**config.mk**
```make
export PLATFORM = sky130hd
export DESIGN_NAME = id_ex_stage
export DESIGN_NICKNAME = d
export VERILOG_FILES = /design/src/rtl/id_ex_stage_pkg.sv /design/src/rtl/id_ex_stage_hazard_detect.sv /design/src/rtl/id_ex_stage.sv
export SDC_FILE = /design/constraint.sdc
export NUM_CORES = 1
export LEC_CHECK = 0
export BUFFER_PORTS_ARGS = -buffer_cell sky130_fd_sc_hd__buf_2
export CAP_MARGIN = 10
export CORE_UTILIZATION = 45
export CTS_BUF_LIST = sky130_fd_sc_hd__clkbuf_8
export DETAILED_ROUTE_END_ITERATION = 10
export PLACE_DENSITY = 0.8
export SLEW_MARGIN = 20
export SYNTH_ARGS = -nofsm -noshare
export SYNTH_HDL_FRONTEND = slang
export SYNTH_HIERARCHICAL = 1
export SYNTH_SLANG_ARGS = --single-unit
```
**constraint.sdc**
```tcl
create_clock -name clk -period 6.2 [get_ports clk]
set_input_delay 0.31 -clock clk [delete_from_list [all_inputs] [get_ports clk]]
set_output_delay 0.31 -clock clk [all_outputs]
set_load 0.01 [all_outputs]
```
**src/rtl/id_ex_stage_pkg.sv**
```systemverilog
// Shared ID/EX definitions: ALU operation encodings, control bundle layout
// and the bubble (all-zero control) constant.
package id_ex_stage_pkg;

  typedef enum logic [2:0] {
    ALU_ADD = 3'd0,
    ALU_SUB = 3'd1,
    ALU_AND = 3'd2,
    ALU_OR  = 3'd3,
    ALU_XOR = 3'd4,
    ALU_SLT = 3'd5,
    ALU_SLL = 3'd6,
    ALU_SRL = 3'd7
  } aluOp_e;

  // Field order is MSB first: RegWrite down to the ALU operation.
  typedef struct packed {
    logic   regWrite;
    logic   memRead;
    logic   memWrite;
    logic   memtoReg;
    logic   aluSrc;
    logic   regDst;
    aluOp_e aluOp;
  } ctrl_t;

  localparam int unsigned CTRL_WIDTH = $bits(ctrl_t);

  localparam ctrl_t BUBBLE_CTRL = '0;

endpackage

```
**src/rtl/id_ex_stage_hazard_detect.sv**
```systemverilog
// Load-use hazard detection: a load in EX whose destination is a source of
// the instruction in ID forces a one-cycle stall.
module hazard_detect #(
  parameter int unsigned REG_DIR_WIDTH = 3
) (
  input  logic                     idexValid,
  input  logic                     idexMemRead,
  input  logic [REG_DIR_WIDTH-1:0] idexRegisterRt,
  input  logic                     ifidValid,
  input  logic [REG_DIR_WIDTH-1:0] ifidRegisterRs,
  input  logic [REG_DIR_WIDTH-1:0] ifidRegisterRt,
  output logic                     stall
);

  always_comb begin
    stall = idexValid & idexMemRead & (idexRegisterRt != '0) & ifidValid &
            ((idexRegisterRt == ifidRegisterRs) | (idexRegisterRt == ifidRegisterRt));
  end

endmodule

```
**src/rtl/id_ex_stage.sv**
```systemverilog
// ID/EX pipeline register: captures decoded operands and control, inserts
// bubbles on flush or load-use stall, and counts bubbles with saturation.
module id_ex_stage
  import id_ex_stage_pkg::*;
#(
  parameter int unsigned REG_DIR_WIDTH = 3,
  parameter int unsigned DATA_WIDTH    = 32,
  parameter int unsigned CNT_WIDTH     = 16
) (
  input  logic                     clk,
  input  logic                     rst_n,
  input  logic                     Hold,
  input  logic                     Flush,
  input  logic [REG_DIR_WIDTH-1:0] IFIDRegisterRs,
  input  logic [REG_DIR_WIDTH-1:0] IFIDRegisterRt,
  input  logic [REG_DIR_WIDTH-1:0] IFIDRegisterRd,
  input  logic [DATA_WIDTH-1:0]    IFIDReadData1,
  input  logic [DATA_WIDTH-1:0]    IFIDReadData2,
  input  logic [DATA_WIDTH-1:0]    IFIDImm,
  input  logic                     IFIDValid,
  input  logic                     IFIDRegWrite,
  input  logic                     IFIDMemRead,
  input  logic                     IFIDMemWrite,
  input  logic                     IFIDMemtoReg,
  input  logic                     IFIDALUSrc,
  input  logic                     IFIDRegDst,
  input  logic [2:0]               IFIDALUOp,
  output logic [REG_DIR_WIDTH-1:0] IDEXRegisterRs,
  output logic [REG_DIR_WIDTH-1:0] IDEXRegisterRt,
  output logic [REG_DIR_WIDTH-1:0] IDEXRegisterRd,
  output logic [DATA_WIDTH-1:0]    IDEXReadData1,
  output logic [DATA_WIDTH-1:0]    IDEXReadData2,
  output logic [DATA_WIDTH-1:0]    IDEXImm,
  output logic                     IDEXRegWrite,
  output logic                     IDEXMemRead,
  output logic                     IDEXMemWrite,
  output logic                     IDEXMemtoReg,
  output logic                     IDEXALUSrc,
  output logic                     IDEXRegDst,
  output logic [2:0]               IDEXALUOp,
  output logic                     IDEXValid,
  output logic                     Stall,
  output logic [CNT_WIDTH-1:0]     BubbleCount
);

  ctrl_t idCtrl;
  ctrl_t exCtrl;
  logic  loadBubble;

  always_comb begin
    idCtrl = '{regWrite: IFIDRegWrite, memRead: IFIDMemRead, memWrite: IFIDMemWrite,
               memtoReg: IFIDMemtoReg, aluSrc: IFIDALUSrc, regDst: IFIDRegDst,
               aluOp: aluOp_e'(IFIDALUOp)};
    loadBubble = Flush | Stall;
  end

  hazard_detect #(.REG_DIR_WIDTH(REG_DIR_WIDTH)) uHazardDetect (
    .idexValid      (IDEXValid),
    .idexMemRead    (exCtrl.memRead),
    .idexRegisterRt (IDEXRegisterRt),
    .ifidValid      (IFIDValid),
    .ifidRegisterRs (IFIDRegisterRs),
    .ifidRegisterRt (IFIDRegisterRt),
    .stall          (Stall)
  );

  // Flush and stall share one path: addresses/data still load, control and valid clear.
  always_ff @(posedge clk or negedge rst_n) begin
    if (!rst_n) begin
      IDEXRegisterRs <= '0;
      IDEXRegisterRt <= '0;
      IDEXRegisterRd <= '0;
      IDEXReadData1  <= '0;
      IDEXReadData2  <= '0;
      IDEXImm        <= '0;
      exCtrl         <= BUBBLE_CTRL;
      IDEXValid      <= 1'b0;
      BubbleCount    <= '0;
    end else if (!Hold) begin
      IDEXRegisterRs <= IFIDRegisterRs;
      IDEXRegisterRt <= IFIDRegisterRt;
      IDEXRegisterRd <= IFIDRegisterRd;
      IDEXReadData1  <= IFIDReadData1;
      IDEXReadData2  <= IFIDReadData2;
      IDEXImm        <= IFIDImm;
      if (loadBubble) begin
        exCtrl    <= BUBBLE_CTRL;
        IDEXValid <= 1'b0;
        if (BubbleCount != '1) BubbleCount <= BubbleCount + CNT_WIDTH'(1);
      end else begin
        exCtrl    <= idCtrl;
        IDEXValid <= IFIDValid;
      end
    end
  end

  always_comb begin
    IDEXRegWrite = exCtrl.regWrite;
    IDEXMemRead  = exCtrl.memRead;
    IDEXMemWrite = exCtrl.memWrite;
    IDEXMemtoReg = exCtrl.memtoReg;
    IDEXALUSrc   = exCtrl.aluSrc;
    IDEXRegDst   = exCtrl.regDst;
    IDEXALUOp    = exCtrl.aluOp;
  end

endmodule

```
==> results.md <==
* CTS tree: yes
* Antenna Cells at 0
* WL per Instance at 15.8 um
* Slowest stage delay, CP at 0.43 ns
* Startpoint class of the critical path: flip-flop
* Dominant synthesized flop cell: dfrtp_1
* Fin crit share at 37.0%
* Core Box Area at 11000 um^2
* Mapped cell area at 5140 um^2
* Power density cells at 286 nW/um^2
* Arrival @ worst endpoint at 2.62 ns
* Synthesis-to-finish area growth at 33.1%
* Slowest cell on the critical path: dfrtp_1
* Root Buffer: clkbuf_8
* Row Count at 38
* Setup TNS at 0 ns
* HP Class: primary input to flip-flop
* Reg2Reg Setup Slack at 3.91 ns
* RSZ-0062 raised after global routing: no
* Top delay family on crit path: compound AO/OA/AOI/OAI gates
* CP Data Required Time at 6.52 ns
* Capturing point of the worst reg2reg path: BubbleCount[12]$_DFFE_PN0P_
* Hold EP: IDEXALUOp[1]$_DFFE_PN0N_
* Final Cell Area at 6840 um^2
* Largest fanout on the critical path at 10
* Reg2reg start: IDEXRegisterRt[2]$_DFFE_PN0N_
* Hold Crit Depth at 2
* DRC Markers at 0
* Max-cap viol count at 0
* Reg clk slew, reported paths at 0.07 ns
* Syn nets at 450
* Die Height at 109 um
* Pre-Repair DR Iteration Count at 4
* Sequential area share after synthesis at 63.8%
* Final wirelength at 11.7 mm
* Gpl congestion at 0.773
* P_leak at 3.43 nW
* CTS Sinks at 131
* Slew HR at 37.3%
* Minimum clock period at 2.29 ns
* Post-synth EDFFs at 0
* Syn avg cell area at 15.6 um^2
* Worst-Margin Slew at 0.941 ns
* H-tree Lvls at 4
* Crit Path Class: flip-flop to flip-flop
* Fmax achieved at 436 MHz
* Post-synth ARST share at 100%
* Die ar. at 11900 um^2
* Cells on worst reg2reg path at 7
* Yosys Warn Count at 6
* Crit-path cells: xnor2_1 > o211ai_1 > a21oi_1 > o21bai_4 > or2_0 > nor3_1 > mux2_2
* Vias per inst at 4.92
* Fin. max-slew vios at 0
* Post-Syn Instances at 330
* Element type at the critical path end: flip-flop
* Crit path buf inv count at 0
* Most frequent cells in the layout: 248 x buf_2, 131 x dfrtp_1, 106 x mux2_2
* Final core occ at 62.3%
* Routed vias at 3639
* Post-CTS Resized at 0
* Hpwl dp at 8.52 mm
* Vias in the first global route at 3659
* First-pass GRT wire length at 17.5 mm
* Run status: completed
* Final setup vio count at 0
* Post-route ant nets at 0
* Initial detailed-routing violation count at 128
* Antenna violations before repair at 0
* Hold_sp: IFIDALUOp[1]
* Die W at 109 um
* VDD IR-drop max at 202 uV
* Most common cell after layout, fill and taps aside: buf_2
* Total grt overflow at 0
* Io pins at 251
* Fin nets at 708
* Hold Fails Final Rpt at 0
* I/O Buffers at 250
* Layout cell share with drive strength beyond 1 at 65.4%
* Area after DPL at 6520 um^2
* Max clock buf depth at 2
* Netlist cell types at 31
* Gr usage total at 19.7%
* Insertion delay to the later sink of the worst-skew pair at 0.44 ns
* Fin Hold WS at 0.0854 ns
* Largest net degree at the start of global routing at 77
* Post-Route Skew at 0.00511 ns
* Initial Utilization at 46.8%
* CTS Buf Count at 17
* Post-synthesis sequential element count at 131
power by group:
part	internal (W)	total, W	switching (W)
clock	0.000281	0.000585	0.000304
combinational	0.000181	0.000351	0.000170
sequential	0.000950	0.00102	0.0000708
cell usage after synthesis (2+ instances only):
cell type    n  share of area (%)
a22o_1      10                1.7
and2_1       2               0.24
buf_2        4               0.39
clkbuf_1     9               0.66
dfrtp_1    131                 64
mux2_2     106                 23
nand2_1      6               0.44
nand3_1      3               0.29
nand4_1      5               0.61
nand4_2      2               0.49
nor2_1       4               0.29
nor3_1       8               0.78
nor4_1       3               0.37
nor4b_1      3               0.51
o211ai_1     2               0.29
xnor2_1      5               0.85
xor2_1      13                2.2
metrics by stage:
step | worst slack, ns | instances | power [W]
after global routing | 3.72 | 739 | 0.00206
final | 3.91 | 739 | 0.00196
after floorplan | 3.91 | 330 | 0.00120
after global placement | 3.97 | 708 | 0.00138
after CTS | 3.89 | 739 | 0.00198
after detailed placement | 3.92 | 708 | 0.00139
layout make-up:
class                           instances  area, um^2
Clock inverter                         11        50.0
Timing Repair Buffer                  253        1280
Tap cell                              140         175
Multi-Input combinational cell        184        1790
Inverter                                1        3.75
Fill cell                             860        4140
Clock buffer                           19         262
Sequential cell                       131        3280
cell families (layout without fill, tap and decap cells):
logic type	count (synthesis)	count (layout)	share of synthesized area, %
muxes	107	107	23.5
adders and majority gates	1	1	0.243
AOI/OAI and AO/OA	14	14	2.46
xor gates and xnor gates	18	18	3.07
and+or+nand+nor	44	44	5.60
buffers and inverters	15	284	1.34
DFF	131	131	63.8
how the worst max path moves through the flow:
stage,startpoint,to,slack [ns],cells past startpoint
2_1_floorplan,IDEXRegisterRt[2]$_DFFE_PN0N_,BubbleCount[12]$_DFFE_PN0P_,3.91,8
3_3_place_gp,IDEXRegisterRt[2]$_DFFE_PN0N_,BubbleCount[12]$_DFFE_PN0P_,3.97,7
3_5_place_dp,IDEXRegisterRt[2]$_DFFE_PN0N_,BubbleCount[12]$_DFFE_PN0P_,3.92,7
4_1_cts,IDEXRegisterRt[2]$_DFFE_PN0N_,BubbleCount[12]$_DFFE_PN0P_,3.89,7
5_1_grt,IDEXRegisterRt[2]$_DFFE_PN0N_,BubbleCount[12]$_DFFE_PN0P_,3.72,7
6_report,IDEXRegisterRt[2]$_DFFE_PN0N_,BubbleCount[12]$_DFFE_PN0P_,3.91,7
registers in the layout, indices dropped and copies added (netlist names), 3 cells and up:
signal          count
IDEXRegisterRs      3
IDEXRegisterRt      3
IDEXReadData1      32
BubbleCount        16
IDEXRegisterRd      3
IDEXReadData2      32
IDEXImm            32
IDEXALUOp           3
layer usage:
layer	track usage (%)	up-vias	wire, um
li1	-	1697	-
met1	22.5	1776	4610
met2	33.1	153	5960
met3	6.34	13	936
met4	9.56	0	169
met5	0	-	0
timing repair:
action	in CTS	in global routing
hold buffers	1	0
hold endpoints to repair	56	0
buffers inserted	0	0
No activity file was read; power rests on OpenSTA's default activity.
